### src/rtl/instr_fetch_if.sv
// Instruction-memory request/response bus between the fetch stage and imem.
// The master side issues in-order word requests; responses come back in order.
interface instr_fetch_if #(
    parameter int unsigned XLEN = 32
) ();
    logic            imem_req;
    logic [XLEN-1:0] imem_addr;
    logic            imem_ready;
    logic            imem_rvalid;
    logic [XLEN-1:0] imem_rdata;

    modport master (
        output imem_req,
        output imem_addr,
        input  imem_ready,
        input  imem_rvalid,
        input  imem_rdata
    );

    modport slave (
        input  imem_req,
        input  imem_addr,
        output imem_ready,
        output imem_rvalid,
        output imem_rdata
    );
endinterface

### src/rtl/instr_fetch.sv
// Fetch stage: owns the PC and issues credit-limited in-order imem requests.
// Buffers {pc, instr} pairs and presents one registered pair per cycle to decode.
module instr_fetch #(
    parameter int unsigned     XLEN      = 32,
    parameter logic [XLEN-1:0] RESET_PC  = '0,
    parameter int unsigned     DEPTH     = 2,
    parameter logic [XLEN-1:0] NOP_INSTR = XLEN'(32'h0000_0013)
) (
    input  logic              clk,
    input  logic              rst,
    input  logic              halt,
    input  logic              redirect_valid,
    input  logic [XLEN-1:0]   redirect_pc,
    instr_fetch_if.master     imem,
    output logic              instr_valid,
    output logic [XLEN-1:0]   pc_out,
    output logic [XLEN-1:0]   instr_out
);
    localparam int unsigned AW = (DEPTH > 1) ? $clog2(DEPTH) : 1;
    localparam logic [AW:0]   CNT_ONE = (AW+1)'(1);
    localparam logic [AW-1:0] PTR_ONE = AW'(1);
    localparam logic [AW+1:0] CREDITS = (AW+2)'(DEPTH);

    typedef enum logic [1:0] {IDLE, FETCH, DRAIN} state_t;

    state_t          state;
    logic [XLEN-1:0] pc_q;
    logic [AW:0]     outstanding;
    logic [AW:0]     buf_count;
    logic [AW:0]     discard_cnt;
    logic [AW:0]     redir_discard;
    logic [AW+1:0]   credit_used;

    logic [XLEN-1:0] pc_fifo   [DEPTH];
    logic [XLEN-1:0] buf_pc    [DEPTH];
    logic [XLEN-1:0] buf_instr [DEPTH];
    logic [AW-1:0]   pf_wr, pf_rd, bf_wr, bf_rd;

    logic accept, push, pop;

    always_comb begin
        credit_used    = (AW+2)'(outstanding) + (AW+2)'(buf_count);
        imem.imem_req  = (state == FETCH) && !redirect_valid && (credit_used < CREDITS);
        imem.imem_addr = pc_q;
        accept         = imem.imem_req && imem.imem_ready;
        push           = imem.imem_rvalid && (state == FETCH);
        pop            = !halt && (buf_count != '0);
        // A response landing on the redirect edge is already accounted for, so it is not discarded later.
        redir_discard  = (state == DRAIN) ? discard_cnt : outstanding;
        if (imem.imem_rvalid && (redir_discard != '0))
            redir_discard = redir_discard - CNT_ONE;
    end

    always_ff @(posedge clk) begin
        if (rst) begin
            state       <= IDLE;
            pc_q        <= RESET_PC;
            outstanding <= '0;
            buf_count   <= '0;
            discard_cnt <= '0;
            pf_wr       <= '0;
            pf_rd       <= '0;
            bf_wr       <= '0;
            bf_rd       <= '0;
            instr_valid <= 1'b0;
            pc_out      <= '0;
            instr_out   <= NOP_INSTR;
        end else begin
            if (redirect_valid) begin
                instr_valid <= 1'b0;
                instr_out   <= NOP_INSTR;
            end else if (!halt) begin
                if (buf_count != '0) begin
                    instr_valid <= 1'b1;
                    pc_out      <= buf_pc[bf_rd];
                    instr_out   <= buf_instr[bf_rd];
                end else begin
                    instr_valid <= 1'b0;
                    instr_out   <= NOP_INSTR;
                end
            end

            if (redirect_valid) begin
                pc_q        <= redirect_pc & ~XLEN'(3);
                outstanding <= '0;
                buf_count   <= '0;
                pf_wr       <= '0;
                pf_rd       <= '0;
                bf_wr       <= '0;
                bf_rd       <= '0;
                discard_cnt <= redir_discard;
                state       <= (redir_discard != '0) ? DRAIN : FETCH;
            end else begin
                case (state)
                    IDLE: state <= FETCH;
                    DRAIN: begin
                        if (imem.imem_rvalid) begin
                            discard_cnt <= discard_cnt - CNT_ONE;
                            if (discard_cnt == CNT_ONE)
                                state <= FETCH;
                        end
                    end
                    default: ;
                endcase

                if (accept) begin
                    pc_fifo[pf_wr] <= pc_q;
                    pf_wr          <= pf_wr + PTR_ONE;
                    pc_q           <= pc_q + XLEN'(4);
                end
                if (push) begin
                    buf_pc[bf_wr]    <= pc_fifo[pf_rd];
                    buf_instr[bf_wr] <= imem.imem_rdata;
                    bf_wr            <= bf_wr + PTR_ONE;
                    pf_rd            <= pf_rd + PTR_ONE;
                end
                if (pop)
                    bf_rd <= bf_rd + PTR_ONE;

                if (accept && !push)
                    outstanding <= outstanding + CNT_ONE;
                else if (!accept && push)
                    outstanding <= outstanding - CNT_ONE;

                if (push && !pop)
                    buf_count <= buf_count + CNT_ONE;
                else if (!push && pop)
                    buf_count <= buf_count - CNT_ONE;
            end
        end
    end
endmodule
### src/flat_wrapper.sv
// flat-port wrapper written by rule: the top's interface ports become plain ports
module instr_fetch_flat 
#(
    parameter int unsigned     XLEN      = 32,
    parameter logic [XLEN-1:0] RESET_PC  = '0,
    parameter int unsigned     DEPTH     = 2,
    parameter logic [XLEN-1:0] NOP_INSTR = XLEN'(32'h0000_0013)
)
  (clk, rst, halt, redirect_valid, redirect_pc, instr_valid, pc_out, instr_out, imem_imem_req, imem_imem_addr, imem_imem_ready, imem_imem_rvalid, imem_imem_rdata);
  instr_fetch_if #(.XLEN(XLEN)) imem_i ();
  input  logic clk;
  input  logic rst;
  input  logic halt;
  input  logic redirect_valid;
  input  logic [XLEN-1:0] redirect_pc;
  output logic instr_valid;
  output logic [XLEN-1:0] pc_out;
  output logic [XLEN-1:0] instr_out;
  output wire logic [$bits(imem_i.imem_req)-1:0] imem_imem_req;
  output wire logic [$bits(imem_i.imem_addr)-1:0] imem_imem_addr;
  input wire logic [$bits(imem_i.imem_ready)-1:0] imem_imem_ready;
  input wire logic [$bits(imem_i.imem_rvalid)-1:0] imem_imem_rvalid;
  input wire logic [$bits(imem_i.imem_rdata)-1:0] imem_imem_rdata;
  assign imem_imem_req = imem_i.imem_req;
  assign imem_imem_addr = imem_i.imem_addr;
  assign imem_i.imem_ready = imem_imem_ready;
  assign imem_i.imem_rvalid = imem_imem_rvalid;
  assign imem_i.imem_rdata = imem_imem_rdata;
  instr_fetch #(.XLEN(XLEN), .RESET_PC(RESET_PC), .DEPTH(DEPTH), .NOP_INSTR(NOP_INSTR)) u_core (.clk(clk), .rst(rst), .halt(halt), .redirect_valid(redirect_valid), .redirect_pc(redirect_pc), .imem(imem_i), .instr_valid(instr_valid), .pc_out(pc_out), .instr_out(instr_out));
endmodule
### config.mk
export PLATFORM = sky130hd
export DESIGN_NAME = instr_fetch_flat
export DESIGN_NICKNAME = d
export VERILOG_FILES = /design/src/rtl/instr_fetch_if.sv /design/src/rtl/instr_fetch.sv /design/src/flat_wrapper.sv
export SDC_FILE = /design/constraint.sdc
export NUM_CORES = 1
export LEC_CHECK = 0
export CORE_UTILIZATION = 56
export CTS_BUF_LIST = sky130_fd_sc_hd__clkbuf_8
export DETAILED_ROUTE_END_ITERATION = 6
export PLACE_DENSITY = 0.79
export SYNTH_ARGS = -nofsm -noshare
export SYNTH_HDL_FRONTEND = slang
export SYNTH_SLANG_ARGS = --single-unit
### constraint.sdc
create_clock -name clk -period 9.03 [get_ports clk]
set_clock_uncertainty 0.15 [all_clocks]
set_input_delay 1.806 -clock clk [delete_from_list [all_inputs] [get_ports clk]]
set_output_delay 1.806 -clock clk [all_outputs]
set_load 0.02 [all_outputs]
==> impl_metrics.ini, run 1 <==
[run_status]
status = finished clean

[sta]
worst_slack_ns = 2.88
finalSetupViolations = 0
setup_tns_ns = 0
slew-limit-headroom_pct = 29.7
hold_viol = 0
timing.final.crit_share_pct = 68.1
period_minus_slack_ns = 6.15
worstMarginPinSlew_ns = 1.05
drv_slew = 0
clock.fmax_mhz = 163
holdWs_ns = 0.331
rsz0062_at_grt = no

[floorplanning]
coreArea_um2 = 19600
dieWidth_um = 144
io_pins = 168
start_util_pct = 57.5
dieArea_um2 = 20700
num_rows = 51
die-height_um = 144

[critical_path]
critical_path_class = in -> out
critPathMaxFanout = 24
cp_data_required_time_ns = 7.07
end_kind = primary output
worstPathArrival_ns = 4.19
worstSetupStartpointType = input pin
ff2ff_path_depth = 8
startpoint = redirect_valid
worstReg2RegStart = u_core.outstanding[0]
r2r-end = u_core.pc_fifo[1][6]
r2r_setup_slack_ns = 5.18

[cells_and_area]
drive_gt1_share_pct = 12.2
nets = 1106
syn_to_final_growth_pct = 24.6
finalInstanceArea_um2 = 14000

[drt]
wire_per_inst_um = 17.4
vias_per_cell = 5.58
drtIter0Drc = 483
vias = 7438
postRouteAntennaNets = 0
drc = 0
drt-total-wl_um = 23100
dr.pass1.iters = 5

[global_routing]
grt_first_pass_wirelength_um = 36300
grtUsageMet1_pct = 30.8
use_met3_pct = 4.10
grt_pass1_vias = 6924
grt_usage_pct = 23.1
grt_util_met2_pct = 37.6
grt_max_degree = 71
grt_overflow = 0
antenna_found_initial = 1
grt_busiest_layer = met2

[clock_tree]
cts-root-buf = clkbuf_8
cts_buffers = 46
insertion_delay_ns = 0.55
cts_resized = 0
cts_tree = built
postCtsSetupRepairBufs = 0
clock_sinks = 291
cts_hold_buf = 0
cts_htree_levels = 2
clk_pin_slew_ns = 0.06
cts_max_path_buffers = 3

[yosys]
ys.flop_type = edfxtp_1
yosysWarnings = 0
syn_avg_cell_area_um2 = 13.1
ys_ff_latch = 291
syn_inst = 859
synth_edf_count = 184
synth_area_um2 = 11300
synthTopCellsByArea = edfxtp_1 (49%), dfxtp_1 (19%), mux2i_1 (5.5%)
yosysSeqAreaShare_pct = 68.1
synth_area_leader_cell = edfxtp_1
ys_async_sr_fraction_pct = 0
yosysUniqueCellTypes = 58
synth_top_area_share_pct = 49.1

[placed_design]
port_buffers = 161
dp_hpwl_um = 14700
place_area_um2 = 13100
post-place-ws_ns = 2.89
globalplace.congestion = 0.852

[hold_path]
min_to = u_core.instr_out[1]
holdCritPathClass = reg -> reg
min-delay-start = u_core.instr_out[1]
hold_path_depth = 2

[power_and_ir_drop]
leakagePower_nw = 4.66
power_switching_w = 0.000633
power_frac_comb_pct = 7.5
irDropWorstVdd_mv = 0.115
power_density_nw_per_um2 = 197
power.total_w = 0.00276
pwr-share-clk_pct = 39.0
p_seq_share_pct = 53.5
p_int_w = 0.00213
p_sw_share_pct = 22.9

[job]
max_cap_violations = 0
==> cell usage in the layout (no fill, tap or decap), types with 20 or more instances in the layout <==
cell and n:
nand2_1 39, a211oi_1 30, mux2_2 35, inv_1 20, clkbuf_8 52, nor2_1 110
dfxtp_1 105, a21oi_1 59, mux2i_1 62, clkdlybuf4s50_1 160, edfxtp_1 184
==> layout make-up <==
class / count / area [µm²]
flip-flops and latches: 291 / 7670
fillers: 1375 / 5570
multi-input cells: 509 / 3370
repair buffers: 174 / 1700
clock buffers: 52 / 716
well taps: 265 / 332
clock inverters: 33 / 196
inverters: 8 / 30.0
diodes: 1 / 2.50
==> synth_stat cells, types with 5 or more instances <==
cell and n:
nand2_1 39, a211oi_1 30, o22ai_1 6, nand3_1 14
or3_1 7, nor3_1 8, mux2i_1 62, and3_1 8
clkbuf_1 46, dfxtp_1 107, inv_1 8, and2_1 9
xnor2_1 6, xor2_1 7, a31oi_1 18, a21oi_1 59
ha_1 5, nor2_1 113, mux2_2 35, o21ai_0 13
nand4_1 13, edfxtp_1 184
==> worst max-delay path by stage <==
stage / slack, ns / to
final: 2.88 / imem_imem_req
after detailed placement: 2.89 / imem_imem_req
after floorplan: 1.62 / u_core.buf_instr[0][0]
after global placement: 2.90 / imem_imem_req
after CTS: 2.90 / imem_imem_req
after global routing: 2.72 / imem_imem_req
==> flip-flops by register name (all words and copies together) (netlist names), 2 cells and up, named ones only <==
signal,count
u_core.pc_out,30
u_core.discard_cnt,2
u_core.pc_fifo,60
u_core.buf_instr,64
u_core.outstanding,2
u_core.state,2
u_core.instr_out,32
u_core.imem.imem_addr,30
u_core.buf_count,2
u_core.buf_pc,60
==> metrics by stage <==
step | util (%) | cells
final | 71.6 | 1333
after global routing | 71.6 | 1333
after CTS | 71.6 | 1332
after detailed placement | 66.9 | 1247
after global placement | 66.9 | 1247
after floorplan | - | 862
==> layer usage <==
metal / routed length [µm] / part of all wire [%]
met5: 0 / 0
met4: 631 / 2.7
met3: 1550 / 6.7
met2: 11300 / 49
met1: 9690 / 42
==> power groups by stage <==
stage	Combinational (W)	Clock, W	Sequential (W)
after floorplan	0.000102	0	0.00151
after global placement	0.000202	0	0.00151
after detailed placement	0.000206	0	0.00151
after CTS	0.000207	0.00110	0.00148
after global routing	0.000224	0.00116	0.00148
final	0.000206	0.00108	0.00148
==> logic make-up (layout without fill, tap and decap cells) <==
family          count (synthesis)  after routing  synth area share, %
flops                         291            291                 68.1
simple gates                  240            240                 10.5
compound gates                149            149                 8.34
mux                            97             97                 9.02
buf+inv                        62            267                 2.22
xor+xnor                       13             13                 1.01
fa+ha+maj                       6              6                0.734
other cells                     1              5               0.0333
==> critical path: stages <==
cell             delay [ns]
clkdlybuf4s50_1        1.02
inv_1                  0.53
and2_1                 0.29
clkdlybuf4s50_1        0.54
(Power assumes the default switching activity.)
==> run 2, diff against run 1 <==
--- a/config.mk
+++ b/config.mk
@@ -5,10 +5,10 @@
 export SDC_FILE = /design/constraint.sdc
 export NUM_CORES = 1
 export LEC_CHECK = 0
-export CORE_UTILIZATION = 56
+export CORE_UTILIZATION = 51
 export CTS_BUF_LIST = sky130_fd_sc_hd__clkbuf_8
 export DETAILED_ROUTE_END_ITERATION = 6
-export PLACE_DENSITY = 0.79
+export PLACE_DENSITY = 0.76
 export SYNTH_ARGS = -nofsm -noshare
 export SYNTH_HDL_FRONTEND = slang
 export SYNTH_SLANG_ARGS = --single-unit
==> constraint.sdc (replaced) <==
create_clock -name clk -period 5.49 [get_ports clk]
set_clock_uncertainty 0.15 [all_clocks]
set_input_delay 1.098 -clock clk [delete_from_list [all_inputs] [get_ports clk]]
set_output_delay 1.098 -clock clk [all_outputs]
set_load 0.02 [all_outputs]
==> run 2 against run 1 <==
Total power is 62% higher. Critical path depth is 1 higher. Worst setup slack worse by 1.7 ns. Clock power is 58% higher. Combinational power is 67% higher. Register-to-register slack worse by 3.2 ns. Utilization is 5.8 points lower. Global-route usage is 1.4 points lower. Sequential power is 64% higher. First-iteration DRC count is 6.2% lower. Cell count is 1.1% higher. Sequential share of layout area is 0.078 points lower. Highest routed layer unchanged.
==> impl_metrics.ini, run 2 (synthesis results as in run 1) <==
[hold_path]
holdCritPathClass = reg -> reg
hold_path_depth = 2

[floorplanning]
io_pins = 168
start_util_pct = 52.7
dieArea_um2 = 22700
coreArea_um2 = 21400
num_rows = 53
die-height_um = 151
dieWidth_um = 151

[sta]
setup_tns_ns = 0
worstMarginPinSlew_ns = 1.10
period_minus_slack_ns = 4.33
drv_slew = 0
clock.fmax_mhz = 231
slew-limit-headroom_pct = 26.6
timing.final.crit_share_pct = 78.9
hold_viol = 0
finalSetupViolations = 0
rsz0062_at_grt = no

[drt]
wire_per_inst_um = 18.0
vias_per_cell = 5.51
postRouteAntennaNets = 0
dr.pass1.iters = 7
drtIter0Drc = 453
drt-total-wl_um = 24300
vias = 7433
drc = 0

[global_routing]
grt_usage_pct = 21.7
grt_overflow = 0
grt_pass1_vias = 7123
grt_max_degree = 70
grt_first_pass_wirelength_um = 37700
antenna_found_initial = 2

[placed_design]
port_buffers = 161
globalplace.congestion = 0.786
dp_hpwl_um = 15400

[clock_tree]
clock_sinks = 291
cts_resized = 0
cts_hold_buf = 0
cts_max_path_buffers = 3
cts_buffers = 47
cts-root-buf = clkbuf_8
cts_tree = built
insertion_delay_ns = 0.54
cts_htree_levels = 2
postCtsSetupRepairBufs = 0
clk_pin_slew_ns = 0.06

[cells_and_area]
largest_register = u_core.buf_instr
multi_input_area_um2 = 3380
largestRegisters = u_core.buf_instr x64, u_core.buf_pc x60, u_core.pc_fifo x60
largest_reg_flops = 64
layout.area.seq_um2 = 7670
fillers = 1589
drive_gt1_share_pct = 12.0
final_common_cell = edfxtp_1
syn_to_final_growth_pct = 24.8
nets = 1109
layout_common_cells = edfxtp_1 (184), clkdlybuf4s50_1 (159), nor2_1 (110), dfxtp_1 (105), mux2i_1 (62)

[critical_path]
startpoint = u_core.outstanding[0]
crit_top_cell = and2_1
cpMaxStageDelayCell = nor4b_1
worstReg2RegStart = u_core.outstanding[0]
ff2ff_path_depth = 9
critical_path_class = reg -> out
worstSetupEndpoint = imem_imem_req
path_cells = and2_1, fa_1, nor4b_1, and2_1, clkdlybuf4s50_1
critPathMaxFanout = 6
max_stage_delay_ns = 0.61
cp_data_required_time_ns = 4.24
end_kind = primary output
worstSetupStartpointType = flop
worstPathArrival_ns = 3.09
r2r-end = u_core.pc_fifo[0][14]
r2r_setup_slack_ns = 1.97

[power_and_ir_drop]
power_density_nw_per_um2 = 320
irDropWorstVdd_mv = 0.177
power.total_w = 0.00449
leakagePower_nw = 4.69

[job]
max_cap_violations = 0

[run_status]
status = finished clean
## run 2: per-layer routing
| layer | track usage [%] | routed length, µm |
|---|---|---|
| met5 | 0 | 0 |
| met4 | 9.19 | 735 |
| met3 | 3.91 | 1490 |
| met2 | 35.6 | 12000 |
| met1 | 28.3 | 10100 |
## run 2: worst min-delay path by stage
stage / from / to / slack, ns
2_1_floorplan: u_core.pf_wr / u_core.pf_wr / 0.30
3_3_place_gp: u_core.instr_valid / u_core.instr_valid / 0.30
3_5_place_dp: u_core.instr_valid / u_core.instr_valid / 0.31
4_1_cts: u_core.instr_valid / u_core.instr_valid / 0.32
5_1_grt: u_core.instr_valid / u_core.instr_valid / 0.35
6_report: u_core.instr_valid / u_core.instr_valid / 0.32
## run 2: report_power, final
| part | internal [W] | total (W) | switching [W] |
|---|---|---|---|
| Combinational | 0.000163 | 0.000344 | 0.000182 |
| Sequential | 0.00238 | 0.00243 | 0.0000563 |
| Clock | 0.000905 | 0.00171 | 0.000805 |
| Total | 0.00344 | 0.00449 | 0.00104 |
## run 2: stage by stage
step,worst slack [ns],util (%),hold WS (ns),std cells,cell area [µm²]
after floorplan,0.691,-,0.295,862,11300
after global placement,1.48,61.6,0.304,1259,13200
after detailed placement,1.43,61.6,0.314,1259,13200
after CTS,1.11,65.7,0.323,1346,14000
after global routing,0.960,65.8,0.347,1348,14000
final,1.16,65.8,0.324,1348,14000
## run 2: worst max-delay path, delay by kind of cell (launching register included)
| family | cells | cell delay (ns) |
|---|---|---|
| simple gates | 3 | 1.04 |
| fa+ha+maj | 1 | 0.44 |
| buf+inv | 1 | 0.61 |
| flops | 1 | 0.45 |
## run 2: area by class of cell
class | count | area share, %
inverters | 8 | 0.214
multi-input cells | 509 | 24.1
clock buffers | 51 | 5.00
diodes | 2 | 0.0356
clock inverters | 36 | 1.27
flip-flops and latches | 291 | 54.6
repair buffers | 176 | 12.3
well taps | 275 | 2.45
==> run 3, diff against run 2 <==
--- a/config.mk
+++ b/config.mk
@@ -5,10 +5,10 @@
 export SDC_FILE = /design/constraint.sdc
 export NUM_CORES = 1
 export LEC_CHECK = 0
-export CORE_UTILIZATION = 51
+export CORE_UTILIZATION = 56
 export CTS_BUF_LIST = sky130_fd_sc_hd__clkbuf_8
 export DETAILED_ROUTE_END_ITERATION = 6
-export PLACE_DENSITY = 0.76
+export PLACE_DENSITY = 0.79
 export SYNTH_ARGS = -nofsm -noshare
 export SYNTH_HDL_FRONTEND = slang
 export SYNTH_SLANG_ARGS = --single-unit
==> constraint.sdc (replaced) <==
create_clock -name clk -period 4 [get_ports clk]
set_clock_uncertainty 0.15 [all_clocks]
set_input_delay 0.8 -clock clk [delete_from_list [all_inputs] [get_ports clk]]
set_output_delay 0.8 -clock clk [all_outputs]
set_load 0.02 [all_outputs]
==> run 3 against run 2 <==
Combinational power grew 37%. Sequential cell count is the same. Utilization grew 5.8 points. Sequential power grew 37%. Via count grew 0.71%. Clock power grew 33%. Worst hold slack lost 0.0086 ns. Critical path type unchanged.
==> impl_metrics.ini, run 3 (synthesis results as in run 1) <==
[critical_path]
crit_top_cell = and2_1
worstReg2RegStart = u_core.outstanding[0]
cpMaxStageDelayCell = clkdlybuf4s50_1
critical_path_class = reg -> out
path_cells = and2_1, fa_1, nor4b_1, buf_4, and2_1, clkdlybuf4s50_1
end_kind = primary output
max_stage_delay_ns = 0.59
startpoint = u_core.outstanding[0]
cp_num_buf_inv = 2
cp_data_required_time_ns = 3.05
worstPathArrival_ns = 2.79
crit_family = buffers and inverters
critPathMaxFanout = 6
worstSetupStartpointType = flop

[cells_and_area]
final_cells = 1340
finalInstanceArea_um2 = 14000
post-route-util_pct = 71.6
layout_common_cells = edfxtp_1 (184), clkdlybuf4s50_1 (160), nor2_1 (110), dfxtp_1 (105), mux2i_1 (62)
drive_gt1_share_pct = 12.1
nets = 1113
fillers = 1376
final_common_cell = edfxtp_1
largestRegisters = u_core.buf_instr x64, u_core.buf_pc x60, u_core.pc_fifo x60
largest_reg_flops = 64
largest_register = u_core.buf_instr
syn_to_final_growth_pct = 24.6

[drt]
vias = 7486
wire_per_inst_um = 17.7
vias_per_cell = 5.59
dr.pass1.iters = 5
postRouteAntennaNets = 0
drt-total-wl_um = 23700
drc = 0
drtIter0Drc = 503

[power_and_ir_drop]
pwr-share-clk_pct = 37.3
irDropWorstVdd_mv = 0.251
power_frac_comb_pct = 7.8
power_switching_w = 0.00141
p_seq_share_pct = 54.9
power_density_nw_per_um2 = 434
leakagePower_nw = 4.71
p_int_w = 0.00467
p_sw_share_pct = 23.2

[sta]
period_minus_slack_ns = 3.74
setup_tns_ns = 0
worst_slack_ns = 0.261
clock.fmax_mhz = 267
worstMarginPinSlew_ns = 1.08
finalSetupViolations = 0
timing.final.crit_share_pct = 93.5
hold_viol = 0
rsz0062_at_grt = no
slew-limit-headroom_pct = 27.7
drv_slew = 0

[global_routing]
grt_usage_pct = 23.7
grt_max_degree = 68
grt_first_pass_wirelength_um = 37300
grt_overflow = 0
antenna_found_initial = 1
grt_pass1_vias = 7299

[run_status]
status = finished clean

[floorplanning]
coreArea_um2 = 19600
dieWidth_um = 144
io_pins = 168
dieArea_um2 = 20700
num_rows = 51
start_util_pct = 57.5
die-height_um = 144

[placed_design]
globalplace.congestion = 0.847
port_buffers = 161
place_area_um2 = 13200
dp_cells = 1254
post-place-ws_ns = 0.744
dp_hpwl_um = 15000

[clock_tree]
insertion_delay_ns = 0.55
cts_buffers = 46
clock_sinks = 291
cts_resized = 0
cts_max_path_buffers = 3
postCtsSetupRepairBufs = 0
clk_pin_slew_ns = 0.06
cts_tree = built
cts_hold_buf = 0
cts_htree_levels = 2
cts-root-buf = clkbuf_8

[hold_path]
holdCritPathClass = reg -> reg
min-delay-start = u_core.instr_valid

[job]
max_cap_violations = 0
run 3: path summary, 6_finish.rpt:
path                                 to  slack (ns)  cells past startpoint
setup / recovery          imem_imem_req        0.26                      6
hold / removal       u_core.instr_valid        0.32                      2
setup reg to reg  u_core.pc_fifo[1][22]        0.96                      8
hold reg to reg      u_core.instr_valid        0.32                      2
run 3: layout make-up:
class	instances	area [µm²]	share of cell area (%)
clock inverter	33	131	0.937
timing repair buffer	181	1770	12.6
inverter	8	30.0	0.214
clock buffer	52	716	5.10
tap	265	332	2.36
multi-input combinational	509	3380	24.1
sequential	291	7670	54.7
antenna	1	2.50	0.0178
run 3: worst register-to-register path: stages (launching register included):
cell	delay, ns
dfxtp_1	0.43
and2_1	0.18
fa_1	0.46
nor4b_2	0.41
nand2_1	0.12
inv_1	0.19
nand2b_1	0.27
nor2_2	0.20
buf_4	0.30
run 3: through the flow:
stage / hold slack [ns] / total power [W]
2_1_floorplan: 0.295 / 0.00365
3_3_place_gp: 0.302 / 0.00386
3_5_place_dp: 0.305 / 0.00387
4_1_cts: 0.315 / 0.00614
5_1_grt: 0.359 / 0.00633
6_report: 0.315 / 0.00609
run 3: routing by layer:
| metal | wire [µm] | global-route usage [%] | vias to the layer above | part of all wire [%] |
|---|---|---|---|---|
| li1 | - | - | 3573 | - |
| met1 | 9990 | 30.6 | 3602 | 42 |
| met2 | 11600 | 39.3 | 266 | 49 |
| met3 | 1440 | 4.37 | 45 | 6.1 |
| met4 | 626 | 10.4 | 0 | 2.6 |
| met5 | 0 | 0 | - | 0 |
run 3: power groups by stage:
stage / logic, W / registers (W) / clock network [W]
after floorplan: 0.000231 / 0.00341 / 0
after global placement: 0.000462 / 0.00340 / 0
after detailed placement: 0.000472 / 0.00340 / 0
after CTS: 0.000475 / 0.00334 / 0.00232
after global routing: 0.000515 / 0.00335 / 0.00246
final: 0.000473 / 0.00334 / 0.00227
